<file path="src/rtl/sp_ram_bist.sv">
// March-style BIST for a single-port 32-bit RAM. It runs W0, R0W1, R1W0 and R0 over NUM_WORDS
// words and passes functional accesses straight through to the RAM while the test is idle.
module sp_ram_bist #(
  parameter int unsigned NUM_WORDS  = 8192,
  parameter int unsigned ADDR_WIDTH = 15,
  parameter logic [31:0] PATTERN    = 32'hA5A5_A5A5
) (
  input  logic                  clk,
  input  logic                  rstn_i,
  input  logic                  start_i,
  output logic                  busy_o,
  output logic                  done_o,
  output logic                  fail_o,
  output logic [ADDR_WIDTH-1:0] fail_addr_o,
  output logic [7:0]            err_cnt_o,
  input  logic                  func_en_i,
  input  logic [ADDR_WIDTH-1:0] func_addr_i,
  input  logic [31:0]           func_wdata_i,
  input  logic                  func_we_i,
  input  logic [3:0]            func_be_i,
  output logic [31:0]           func_rdata_o,
  output logic                  func_stall_o,
  output logic                  ram_en_o,
  output logic [ADDR_WIDTH-1:0] ram_addr_o,
  output logic [31:0]           ram_wdata_o,
  output logic                  ram_we_o,
  output logic [3:0]            ram_be_o,
  input  logic [31:0]           ram_rdata_i
);

  localparam int unsigned       IDX_W    = ADDR_WIDTH - 2;
  localparam logic [IDX_W-1:0]  LAST_IDX = IDX_W'(NUM_WORDS - 1);

  typedef enum logic [2:0] {
    IDLE, W0, R0W1_R, R0W1_W, R1W0_R, R1W0_W, R0, DRAIN
  } state_e;

  state_e                  state_q, state_d;
  logic [IDX_W-1:0]        idx_q, idx_d;
  logic                    done_q, done_d;
  logic                    fail_q, fail_d;
  logic [ADDR_WIDTH-1:0]   fail_addr_q, fail_addr_d;
  logic [7:0]              err_cnt_q, err_cnt_d;
  logic                    cmp_vld_q, cmp_vld_d;
  logic [ADDR_WIDTH-1:0]   cmp_addr_q, cmp_addr_d;
  logic [31:0]             cmp_exp_q, cmp_exp_d;

  logic                    eng_we;
  logic                    eng_rd;
  logic [31:0]             eng_wdata;
  logic [31:0]             eng_exp;
  logic                    busy;

  // NOTE: every signal written here gets a default first, so no path can infer a latch.
  always_comb begin
    state_d     = state_q;
    idx_d       = idx_q;
    done_d      = done_q;
    fail_d      = fail_q;
    fail_addr_d = fail_addr_q;
    err_cnt_d   = err_cnt_q;
    cmp_vld_d   = 1'b0;
    cmp_addr_d  = cmp_addr_q;
    cmp_exp_d   = cmp_exp_q;
    eng_we      = 1'b0;
    eng_rd      = 1'b0;
    eng_wdata   = PATTERN;
    eng_exp     = PATTERN;

    // Read data returns one cycle after the read, so the compare works on the registered stage.
    if (cmp_vld_q && (ram_rdata_i != cmp_exp_q)) begin
      fail_d = 1'b1;
      if (!fail_q) fail_addr_d = cmp_addr_q;
      if (err_cnt_q != 8'hFF) err_cnt_d = err_cnt_q + 8'd1;
    end

    unique case (state_q)
      IDLE: begin
        if (start_i) begin
          done_d      = 1'b0;
          fail_d      = 1'b0;
          fail_addr_d = '0;
          err_cnt_d   = '0;
          idx_d       = '0;
          state_d     = W0;
        end
      end
      W0: begin
        eng_we = 1'b1;
        if (idx_q == LAST_IDX) begin
          idx_d   = '0;
          state_d = R0W1_R;
        end else begin
          idx_d = idx_q + IDX_W'(1);
        end
      end
      R0W1_R: begin
        eng_rd  = 1'b1;
        state_d = R0W1_W;
      end
      R0W1_W: begin
        eng_we    = 1'b1;
        eng_wdata = ~PATTERN;
        if (idx_q == LAST_IDX) begin
          state_d = R1W0_R;
        end else begin
          idx_d   = idx_q + IDX_W'(1);
          state_d = R0W1_R;
        end
      end
      R1W0_R: begin
        eng_rd  = 1'b1;
        eng_exp = ~PATTERN;
        state_d = R1W0_W;
      end
      R1W0_W: begin
        eng_we = 1'b1;
        if (idx_q == '0) begin
          idx_d   = LAST_IDX;
          state_d = R0;
        end else begin
          idx_d   = idx_q - IDX_W'(1);
          state_d = R1W0_R;
        end
      end
      R0: begin
        eng_rd = 1'b1;
        if (idx_q == '0) begin
          state_d = DRAIN;
        end else begin
          idx_d = idx_q - IDX_W'(1);
        end
      end
      DRAIN: begin
        done_d  = 1'b1;
        state_d = IDLE;
      end
      default: state_d = IDLE;
    endcase

    if (eng_rd) begin
      cmp_vld_d  = 1'b1;
      cmp_addr_d = {idx_q, 2'b00};
      cmp_exp_d  = eng_exp;
    end
  end

  // NOTE: state uses non-blocking assignments only; reset is sampled on the clock edge.
  always_ff @(posedge clk) begin
    if (!rstn_i) begin
      state_q     <= IDLE;
      idx_q       <= '0;
      done_q      <= 1'b0;
      fail_q      <= 1'b0;
      fail_addr_q <= '0;
      err_cnt_q   <= '0;
      cmp_vld_q   <= 1'b0;
      cmp_addr_q  <= '0;
      cmp_exp_q   <= '0;
    end else begin
      state_q     <= state_d;
      idx_q       <= idx_d;
      done_q      <= done_d;
      fail_q      <= fail_d;
      fail_addr_q <= fail_addr_d;
      err_cnt_q   <= err_cnt_d;
      cmp_vld_q   <= cmp_vld_d;
      cmp_addr_q  <= cmp_addr_d;
      cmp_exp_q   <= cmp_exp_d;
    end
  end

  assign busy = (state_q != IDLE);

  always_comb begin
    if (busy) begin
      ram_en_o     = 1'b1;
      ram_addr_o   = {idx_q, 2'b00};
      ram_wdata_o  = eng_wdata;
      ram_we_o     = eng_we;
      ram_be_o     = 4'hF;
      func_stall_o = 1'b1;
    end else begin
      ram_en_o     = func_en_i;
      ram_addr_o   = func_addr_i;
      ram_wdata_o  = func_wdata_i;
      ram_we_o     = func_we_i;
      ram_be_o     = func_be_i;
      func_stall_o = 1'b0;
    end
  end

  assign busy_o       = busy;
  assign done_o       = done_q;
  assign fail_o       = fail_q;
  assign fail_addr_o  = fail_addr_q;
  assign err_cnt_o    = err_cnt_q;
  assign func_rdata_o = ram_rdata_i;

endmodule

</file>
<file path="config.mk">
export PLATFORM = sky130hd
export DESIGN_NAME = sp_ram_bist
export DESIGN_NICKNAME = d
export VERILOG_FILES = /design/src/rtl/sp_ram_bist.sv
export SDC_FILE = /design/constraint.sdc
export NUM_CORES = 1
export LEC_CHECK = 0
export ABC_AREA = 1
export BUFFER_PORTS_ARGS = -buffer_cell sky130_fd_sc_hd__buf_2
export CORE_ASPECT_RATIO = 1.5
export CORE_MARGIN = 3
export CORE_UTILIZATION = 51
export DETAILED_ROUTE_END_ITERATION = 8
export GPL_ROUTABILITY_DRIVEN = 0
export PLACE_DENSITY_LB_ADDON = 0.1
export REMOVE_ABC_BUFFERS = 1
export SLEW_MARGIN = 40
export SYNTH_ARGS = -nofsm -noshare
export SYNTH_HDL_FRONTEND = slang
export SYNTH_SLANG_ARGS = --single-unit
</file>
<file path="constraint.sdc">
create_clock -name clk -period 4.42 [get_ports clk]
set_input_delay 0.884 -clock clk [delete_from_list [all_inputs] [get_ports clk]]
set_output_delay 0.884 -clock clk [all_outputs]
set_load 0.05 [all_outputs]
</file>
=== Word-level counts from Yosys, hierarchy flattened ===
Index checks and enable logic that the tools add are counted.

* Add/sub/neg operators: 3
* Muxes and demuxes: 36
* Equal/unequal tests: 15
* Reduce and logical (&&, ||, !) cells: 11

{| class="wikitable"
|+ Operators by type and width
! kind !! count
|-
| $mux 32 || 3
|-
| $mux 15 || 5
|-
| $mux 13 || 5
|-
| $pmux 13 s5 || 1
|-
| $mux 8 || 4
|-
| $ne 32x32->1 || 1
|-
| $pmux 3 s8 || 1
|-
| $add 13x1->13 const B || 1
|-
| $eq 13x13->1 const B || 1
|-
| $logic_not 13->1 || 1
|-
| $sub 13x1->13 const B || 1
|-
| $eq 3x3->1 const B || 4
|-
| $mux 3 || 4
|-
| $mux 1 || 10
|-
| $ne 2x2->1 const B || 5
|-
| $add 8x1->8 const B || 1
|-
| $ne 8x8->1 const B || 1
|-
| $eq 3x2->1 const B || 2
|-
| $reduce_or 3->1 || 2
|-
| $reduce_bool 5->1 || 1
|-
| $mux 4 || 1
|-
| $reduce_and 4->1 || 1
|-
| $eq 3x1->1 const B || 1
|-
| $logic_not 3->1 || 1
|-
| 7 further kinds || 7
|}

* Input bits: 88
* Bits in registers: 87
* Output and inout bits: 112
* Logic and storage cells: 74

=== Depth between registers and ports, before layout ===
Gate-level depths: netlist (run 1).

* Depth after elaboration: 5
* Depth in mapped cells: 15
* Mapped depth without buffers: 13

=== Worst setup path after synthesis (run 1) ===
OpenSTA, ideal clock, no wires.

* Path type: reg2out
* Start point: reg state_q[2]
* End point: out ram_addr_o[14]
* Buffers on the path: 3
* Stages on the path, launching flop included: 8
* Slack: 1.163 ns
* Data required time: 3.536 ns
* Data arrival time: 2.373 ns
* Cells stage by stage: dfxtp_1 > buf_2 > nor2_2 > nand2_1 > buf_2 > inv_1 > clkbuf_1 > o21ai_0

* Word-level cells in the longest chain between the ends: 2

{| class="wikitable"
|+ Ends and longest elaborated chain
! what !! line !! RTL
|-
| start: declaration || 38 || <nowiki>state_e state_q, state_d;</nowiki>
|-
| start signal: assignment || 161 || <nowiki>state_q <= state_d;</nowiki>
|-
| $reduce_bool 3->1 || 173 || <nowiki>assign busy = (state_q != IDLE);</nowiki>
|-
| named net busy_o || 11 || <nowiki>output logic busy_o,</nowiki>
|-
| $mux 15 || 176 || <nowiki>if (busy) begin</nowiki>
|-
| end: declaration || 24 || <nowiki>output logic [ADDR_WIDTH-1:0] ram_addr_o,</nowiki>
|}

The timed path passes the listed nets, and every way through them passes these cells.

=== Worst setup path in the final report (run 1) ===
* Start point: reg state_q[2]
* End point: out ram_wdata_o[23]

* Word-level cells in the longest chain between the ends: 3
* Elaborated cells between the ends (all ways): 4
* Those cells by class: eq/ne: 1; mux: 2; reduce/logical: 1

{| class="wikitable"
|+ Ends and longest elaborated chain
! what !! line !! RTL
|-
| $eq 3x2->1 || 77 || <nowiki>unique case (state_q)</nowiki>
|-
| $mux 32 || 77 ||
|-
| $mux 32 (*) || 176 ||
|-
| end: declaration || 25 || <nowiki>output logic [31:0] ram_wdata_o,</nowiki>
|}

Mark *: on every way between the ends. The rest lies on a longest branch, timed or not.

==> qor.json, run 1 <==
{
  "status": {
    "outcome": "complete, no violations"
  },
  "clock_network": {
    "ctsResizeCount": 0,
    "cts-root-to-sink-buffers": 2,
    "ctsHtreeMaxLevel": 3,
    "ctsHoldBuffers": 0,
    "cts-buffers-inserted": 9,
    "cts_num_sinks": 57,
    "clkSlewWorstSetupHoldPaths_ps": 50,
    "clk_latency_ps": 330,
    "cts.root.buffer_cell": "sky130_fd_sc_hd__clkbuf_16",
    "post_cts_buffers": 0,
    "cts_tree": "yes"
  },
  "die": {
    "pin_count": 200,
    "rows": 40,
    "fp.coreArea_mm2": 0.00811,
    "fp.dieH_um": 118,
    "floorplan.die.width_um": 81.0,
    "die_area_mm2": 0.00960,
    "start_util": 0.531
  },
  "setup_path": {
    "critPathMostFrequentCell": "sky130_fd_sc_hd__nand2_1",
    "timing.critical_path.to_type": "output pin",
    "cp_cell_sequence": "nor2_4 -> inv_1 -> nand2_1 -> nand2_1 -> buf_2",
    "cp_num_buf_inv": 2,
    "worst_r2r_startpoint": "idx_q[0]",
    "path_class": "reg2out",
    "delay_contributed_by_the_slowest_stage_of_the_critical_path_ps": 550,
    "reg2reg_depth": 9,
    "critPathTopFamily": "simple AND/OR/NAND/NOR gates",
    "endpoint_of_the_lowest_slack_register_to_register_path": "idx_q[0]",
    "regToRegSetupSlack_ps": 1790,
    "startpoint_type": "flop",
    "cp.required_ps": 3540,
    "crit_path_max_fanout": 21,
    "critPathArrivalTime_ps": 2440,
    "critical-path-slowest-cell": "sky130_fd_sc_hd__dfxtp_1"
  },
  "timing": {
    "timing.slew.headroom": 0.536,
    "fin_worst_skew_ps": 2.56,
    "final.period_utilization": 0.752,
    "max_slew_vio_count": 0,
    "hold_violations": 0,
    "grt_setup_unrepaired": "false",
    "worst_hold_slack_ps": 453,
    "totalNegativeSetupSlack_ps": 0,
    "finalWorstSetupSlack_ps": 1090,
    "layout_min_cycle_time_ps": 3330,
    "max_clock_freq_ghz": 0.301,
    "worst-slew-pin-transition_ps": 695,
    "final-setup-viol-count": 0
  },
  "cells_and_area": {
    "area_growth_pct": 23.5,
    "finalCoreUtilization": 0.655,
    "drive_above_1_share": 0.288,
    "n_fill_cell": 806,
    "final_cells": 983,
    "number_of_nets_at_the_end_of_the_flow": 965,
    "final_cell_area_mm2": 0.00531,
    "antenna_cells": 0
  },
  "hold_path": {
    "holdCritPathClass": "reg2reg",
    "hold-path-endpoint": "fail_addr_o[1]",
    "hold_path_stages": 2,
    "worst_hold_startpoint": "fail_addr_o[1]"
  },
  "power_and_ir_drop": {
    "pnr_total_power_mw": 2.51,
    "power.net_switching_mw": 1.25,
    "cell_internal_pwr_mw": 1.26,
    "power_leakage_nw": 2.85,
    "max-vdd-ir-drop_uv": 494,
    "power.density_cell_area_mw_per_mm2": 473,
    "combinationalPowerShare": 0.491,
    "clkPwrFrac": 0.281,
    "power_switching_share": 0.499,
    "seq_power_share": 0.228
  },
  "synth": {
    "syn-cell-area_mm2": 0.00430,
    "leading_area_contributor_after_synthesis": "sky130_fd_sc_hd__dfxtp_1",
    "ys_top_cells_by_area": "sky130_fd_sc_hd__dfxtp_1 (27%), sky130_fd_sc_hd__nand2_1 (22%), sky130_fd_sc_hd__inv_1 (6.9%)",
    "synth-seq-area-share": 0.265,
    "synth-seq-cells": 57,
    "synth_top_area_frac": 0.265,
    "synthesis.yosys.warnings": 0,
    "syn_avg_cell_area_um2": 5.92,
    "post_synth_num_cell_types": 34,
    "postSynthCellCount": 727
  },
  "detailed_routing": {
    "detailedRoute.firstIterationViolations": 231,
    "drcViolationCount": 0,
    "postRouteAntennaNets": 0,
    "drt-wirelength-per-cell_um": 12.6,
    "routed_wl_um": 12300,
    "vias_per_cell": 5.00,
    "detailroute.via_count": 4911,
    "detailedRoute.firstPassIterationCount": 5
  },
  "global_routing": {
    "grt_antenna_before_repair": 0,
    "vias_in_the_first_global_route": 4319,
    "groute.usage.overall": 0.248,
    "grt_overflow_total": 0,
    "grt_max_degree": 59,
    "grt_first_pass_wirelength_um": 19300
  },
  "placement": {
    "dpl.cell_count": 967,
    "place_ws_ps": 1430,
    "place.detailed.hpwl_um": 9540,
    "port-buffer-count": 199,
    "post_dp_cell_area_mm2": 0.00501
  },
  "run": {
    "timing.max_cap.violations": 0
  }
}
[state kept, by name, summed over array words and instances, names as in the netlist, 2 cells and up]
name,count
state_q,3
fail_addr_o,15
err_cnt_o,8
cmp_addr_q,13
idx_q,13
cmp_exp_q,2
[worst register-to-register path: cells and delay by family (launching register included)]
kind,cells,cell delay (ps)
buffers and inverters,1,390
adder cells (fa/ha/maj),1,360
AND/OR/NAND/NOR,4,770
flip-flops,1,510
AO/OA/AOI/OAI,3,540
[layout make-up]
type | instances | area (um2) | share of cell area
multi-input cells | 522 | 2420 | 0.455
flip-flops and latches | 57 | 1140 | 0.215
repair buffers | 200 | 1000 | 0.189
inverters | 83 | 312 | 0.0587
clock buffers | 10 | 239 | 0.0450
well taps | 105 | 131 | 0.0247
clock inverters | 6 | 66.3 | 0.0125
[cells in the final DEF (no fill, tap or decap), types with 2 or more instances in the layout]
master / count
sky130_fd_sc_hd__clkbuf_16: 9
sky130_fd_sc_hd__nand2_2: 8
sky130_fd_sc_hd__or2_2: 8
sky130_fd_sc_hd__nor2_2: 13
sky130_fd_sc_hd__buf_2: 199
sky130_fd_sc_hd__ha_1: 4
sky130_fd_sc_hd__inv_1: 79
sky130_fd_sc_hd__o21ai_0: 53
sky130_fd_sc_hd__dfxtp_1: 57
sky130_fd_sc_hd__clkinvlp_4: 3
sky130_fd_sc_hd__o211ai_1: 2
sky130_fd_sc_hd__nor3_1: 7
sky130_fd_sc_hd__nand4_1: 7
sky130_fd_sc_hd__a21oi_1: 39
sky130_fd_sc_hd__nand2_1: 249
sky130_fd_sc_hd__xor2_1: 10
sky130_fd_sc_hd__nand3_1: 33
sky130_fd_sc_hd__nand3_2: 3
sky130_fd_sc_hd__clkinv_1: 3
sky130_fd_sc_hd__nor2_1: 67
sky130_fd_sc_hd__nand3b_1: 7
sky130_fd_sc_hd__o21ai_1: 3
[cells by family (layout without fill, tap and decap cells)]
| logic type | Yosys count | after routing | share of synthesized area |
|---|---|---|---|
| compound gates | 103 | 103 | 0.126 |
| xor+xnor | 11 | 11 | 0.0224 |
| fa+ha+maj | 4 | 4 | 0.0116 |
| buf+inv | 148 | 299 | 0.175 |
| flops | 57 | 57 | 0.265 |
| simple gates | 404 | 404 | 0.400 |
[how the worst max path moves through the flow]
stage / cells past startpoint / startpoint / endpoint
floorplan: 4 / state_q[2] / ram_addr_o[10]
global placement: 5 / state_q[2] / ram_wdata_o[5]
detailed placement: 5 / state_q[2] / ram_wdata_o[23]
CTS: 5 / state_q[2] / ram_wdata_o[23]
global route: 7 / state_q[2] / ram_addr_o[13]
finish: 5 / state_q[2] / ram_wdata_o[23]
[per-layer routing]
layer	vias up	global-route usage	wire length, um
li1	2524	-	-
met1	2167	0.287	4840
met2	185	0.431	6330
met3	35	0.0412	847
met4	0	0.114	314
met5	-	0	0
[power groups by stage]
stage | clock network (mW) | logic (mW) | registers (mW)
2_1_floorplan | 0 | 0.860 | 0.599
3_3_place_gp | 0 | 1.21 | 0.581
3_5_place_dp | 0 | 1.23 | 0.584
4_1_cts | 0.715 | 1.24 | 0.573
5_1_grt | 0.737 | 1.32 | 0.577
6_report | 0.705 | 1.23 | 0.573
[cells in the mapped netlist (all sizes together)]
cell type and number:
or2 8, nand3 36, o211ai 2, dfxtp 57
a31oi 1, clkbuf 9, nand2 257, inv 80
buf 56, a21oi 39, o21bai 1, nor3 8
nor2 81, xnor2 1, o21ai 57, o2111ai 1
o31ai 2, nand4 7, xor2 10, nand3b 7
ha 4, clkinv 3
Power figures use the tool's default switching activity.
==> run 2, diff against run 1 <==
- CORE_UTILIZATION: 51 -> 43
- clock period: 4.42 -> 3 ns (I/O delays scaled with it)
==> run 2 against run 1 <==
Net effect: worst hold slack gained 5.7 ps; wire length rose by 6.4%; via count grew 0.81%; worst setup slack worse by 680 ps; critical path depth grew 1; flip-flop and latch count unchanged; clock power increased by 29%; first-iteration DRC count rose by 6.1%.
==> qor.json, run 2 (synthesis results as in run 1) <==
{
  "detailed_routing": {
    "drcViolationCount": 0,
    "vias_per_cell": 4.96,
    "detailedRoute.firstPassIterationCount": 5,
    "detailroute.via_count": 4951,
    "routed_wl_um": 13100,
    "postRouteAntennaNets": 0,
    "detailedRoute.firstIterationViolations": 245,
    "drt-wirelength-per-cell_um": 13.1
  },
  "run": {
    "timing.max_cap.violations": 0
  },
  "timing": {
    "final-setup-viol-count": 0,
    "layout_min_cycle_time_ps": 2580,
    "max_clock_freq_ghz": 0.387,
    "fin_worst_skew_ps": 6.17,
    "worst_hold_slack_ps": 459,
    "grt_setup_unrepaired": "false",
    "hold_violations": 0,
    "max_slew_vio_count": 0,
    "timing.slew.headroom": 0.503,
    "final.period_utilization": 0.861,
    "worst-slew-pin-transition_ps": 745
  },
  "global_routing": {
    "grt_first_pass_wirelength_um": 20500,
    "grt_overflow_total": 0,
    "grt_antenna_before_repair": 0,
    "groute.usage.overall": 0.227,
    "vias_in_the_first_global_route": 4487,
    "grt_max_degree": 59
  },
  "setup_path": {
    "path_class": "reg2out",
    "timing.critical_path.to_type": "output pin",
    "cp.required_ps": 2400,
    "critPathArrivalTime_ps": 1980,
    "crit_path_max_fanout": 16,
    "startpoint_type": "flop"
  },
  "die": {
    "rows": 44,
    "floorplan.die.width_um": 87.7,
    "start_util": 0.441,
    "fp.coreArea_mm2": 0.00974,
    "fp.dieH_um": 129,
    "die_area_mm2": 0.0113,
    "pin_count": 200
  },
  "status": {
    "outcome": "complete, no violations"
  },
  "cells_and_area": {
    "layout_common_cells": "sky130_fd_sc_hd__nand2_1 (249), sky130_fd_sc_hd__buf_2 (199), sky130_fd_sc_hd__inv_1 (79), sky130_fd_sc_hd__nor2_1 (67), sky130_fd_sc_hd__dfxtp_1 (57)",
    "antenna_cells": 0,
    "finalCoreUtilization": 0.546,
    "area_growth_pct": 23.6,
    "final_cells": 998,
    "drive_above_1_share": 0.290,
    "multi_input_comb_area_mm2": 0.00241,
    "number_of_flip_flops_in_the_largest_register": 15,
    "n_fill_cell": 1042,
    "final-seq-area_mm2": 0.00114,
    "number_of_nets_at_the_end_of_the_flow": 971,
    "final_cell_area_mm2": 0.00532,
    "layout.cells.most_common": "sky130_fd_sc_hd__nand2_1"
  },
  "clock_network": {
    "cts-root-to-sink-buffers": 2,
    "ctsHtreeMaxLevel": 3,
    "clk_latency_ps": 320,
    "clkSlewWorstSetupHoldPaths_ps": 50,
    "post_cts_buffers": 0,
    "cts_tree": "yes",
    "cts_num_sinks": 57,
    "cts.root.buffer_cell": "sky130_fd_sc_hd__clkbuf_16",
    "ctsHoldBuffers": 0,
    "ctsResizeCount": 0,
    "cts-buffers-inserted": 9
  },
  "placement": {
    "port-buffer-count": 199,
    "place.detailed.hpwl_um": 10200,
    "post_dp_cell_area_mm2": 0.00505,
    "dpl.cell_count": 983
  },
  "power_and_ir_drop": {
    "power.density_cell_area_mw_per_mm2": 675,
    "max-vdd-ir-drop_uv": 716,
    "power_leakage_nw": 2.86
  },
  "hold_path": {
    "holdCritPathClass": "reg2reg"
  }
}
run 2: cell type report:
type | count | share of cell area
Multi-Input combinational cell | 522 | 0.453
Sequential cell | 57 | 0.215
Timing Repair Buffer | 206 | 0.197
Inverter | 83 | 0.0586
Clock buffer | 12 | 0.0463
Tap cell | 115 | 0.0271
Clock inverter | 3 | 0.00329
run 2: worst paths after layout:
kind / start / endpoint / slack (ps) / depth (start not counted)
max reg2reg: idx_q[0] / idx_q[3] / 810 / 9
min reg2reg: fail_addr_o[1] / fail_addr_o[1] / 460 / 2
min: fail_addr_o[1] / fail_addr_o[1] / 460 / 2
max: state_q[1] / ram_wdata_o[29] / 420 / 6
run 2: metal layers:
metal	up-vias	GRT usage	part of all wire
met5	-	0	0
met4	0	0.109	0.035
met3	41	0.0487	0.058
met2	190	0.398	0.52
met1	2187	0.257	0.39
li1	2533	-	-
run 2: worst max-delay path, stage by stage, from the launching register on:
cell and delay (ps):
sky130_fd_sc_hd__dfxtp_1 430, sky130_fd_sc_hd__nand2_1 170, sky130_fd_sc_hd__nor2_4 260, sky130_fd_sc_hd__inv_1 100
sky130_fd_sc_hd__nand2_1 360, sky130_fd_sc_hd__nand2_1 110, sky130_fd_sc_hd__buf_2 220
run 2: metrics by stage:
step                setup slack [ps]  total power [mW]  TNS [ps]
floorplan                      -1140              2.15    -27230
global placement                 809              2.68         0
detailed placement               761              2.70         0
CTS                              399              3.61         0
global route                     200              3.78         0
finish                           417              3.59         0
run 2: report_power, final:
part | switching [mW] | total (mW) | internal [mW]
combinational | 1.44 | 1.84 | 0.402
clock | 0.334 | 0.906 | 0.572
sequential | 0.0380 | 0.843 | 0.805
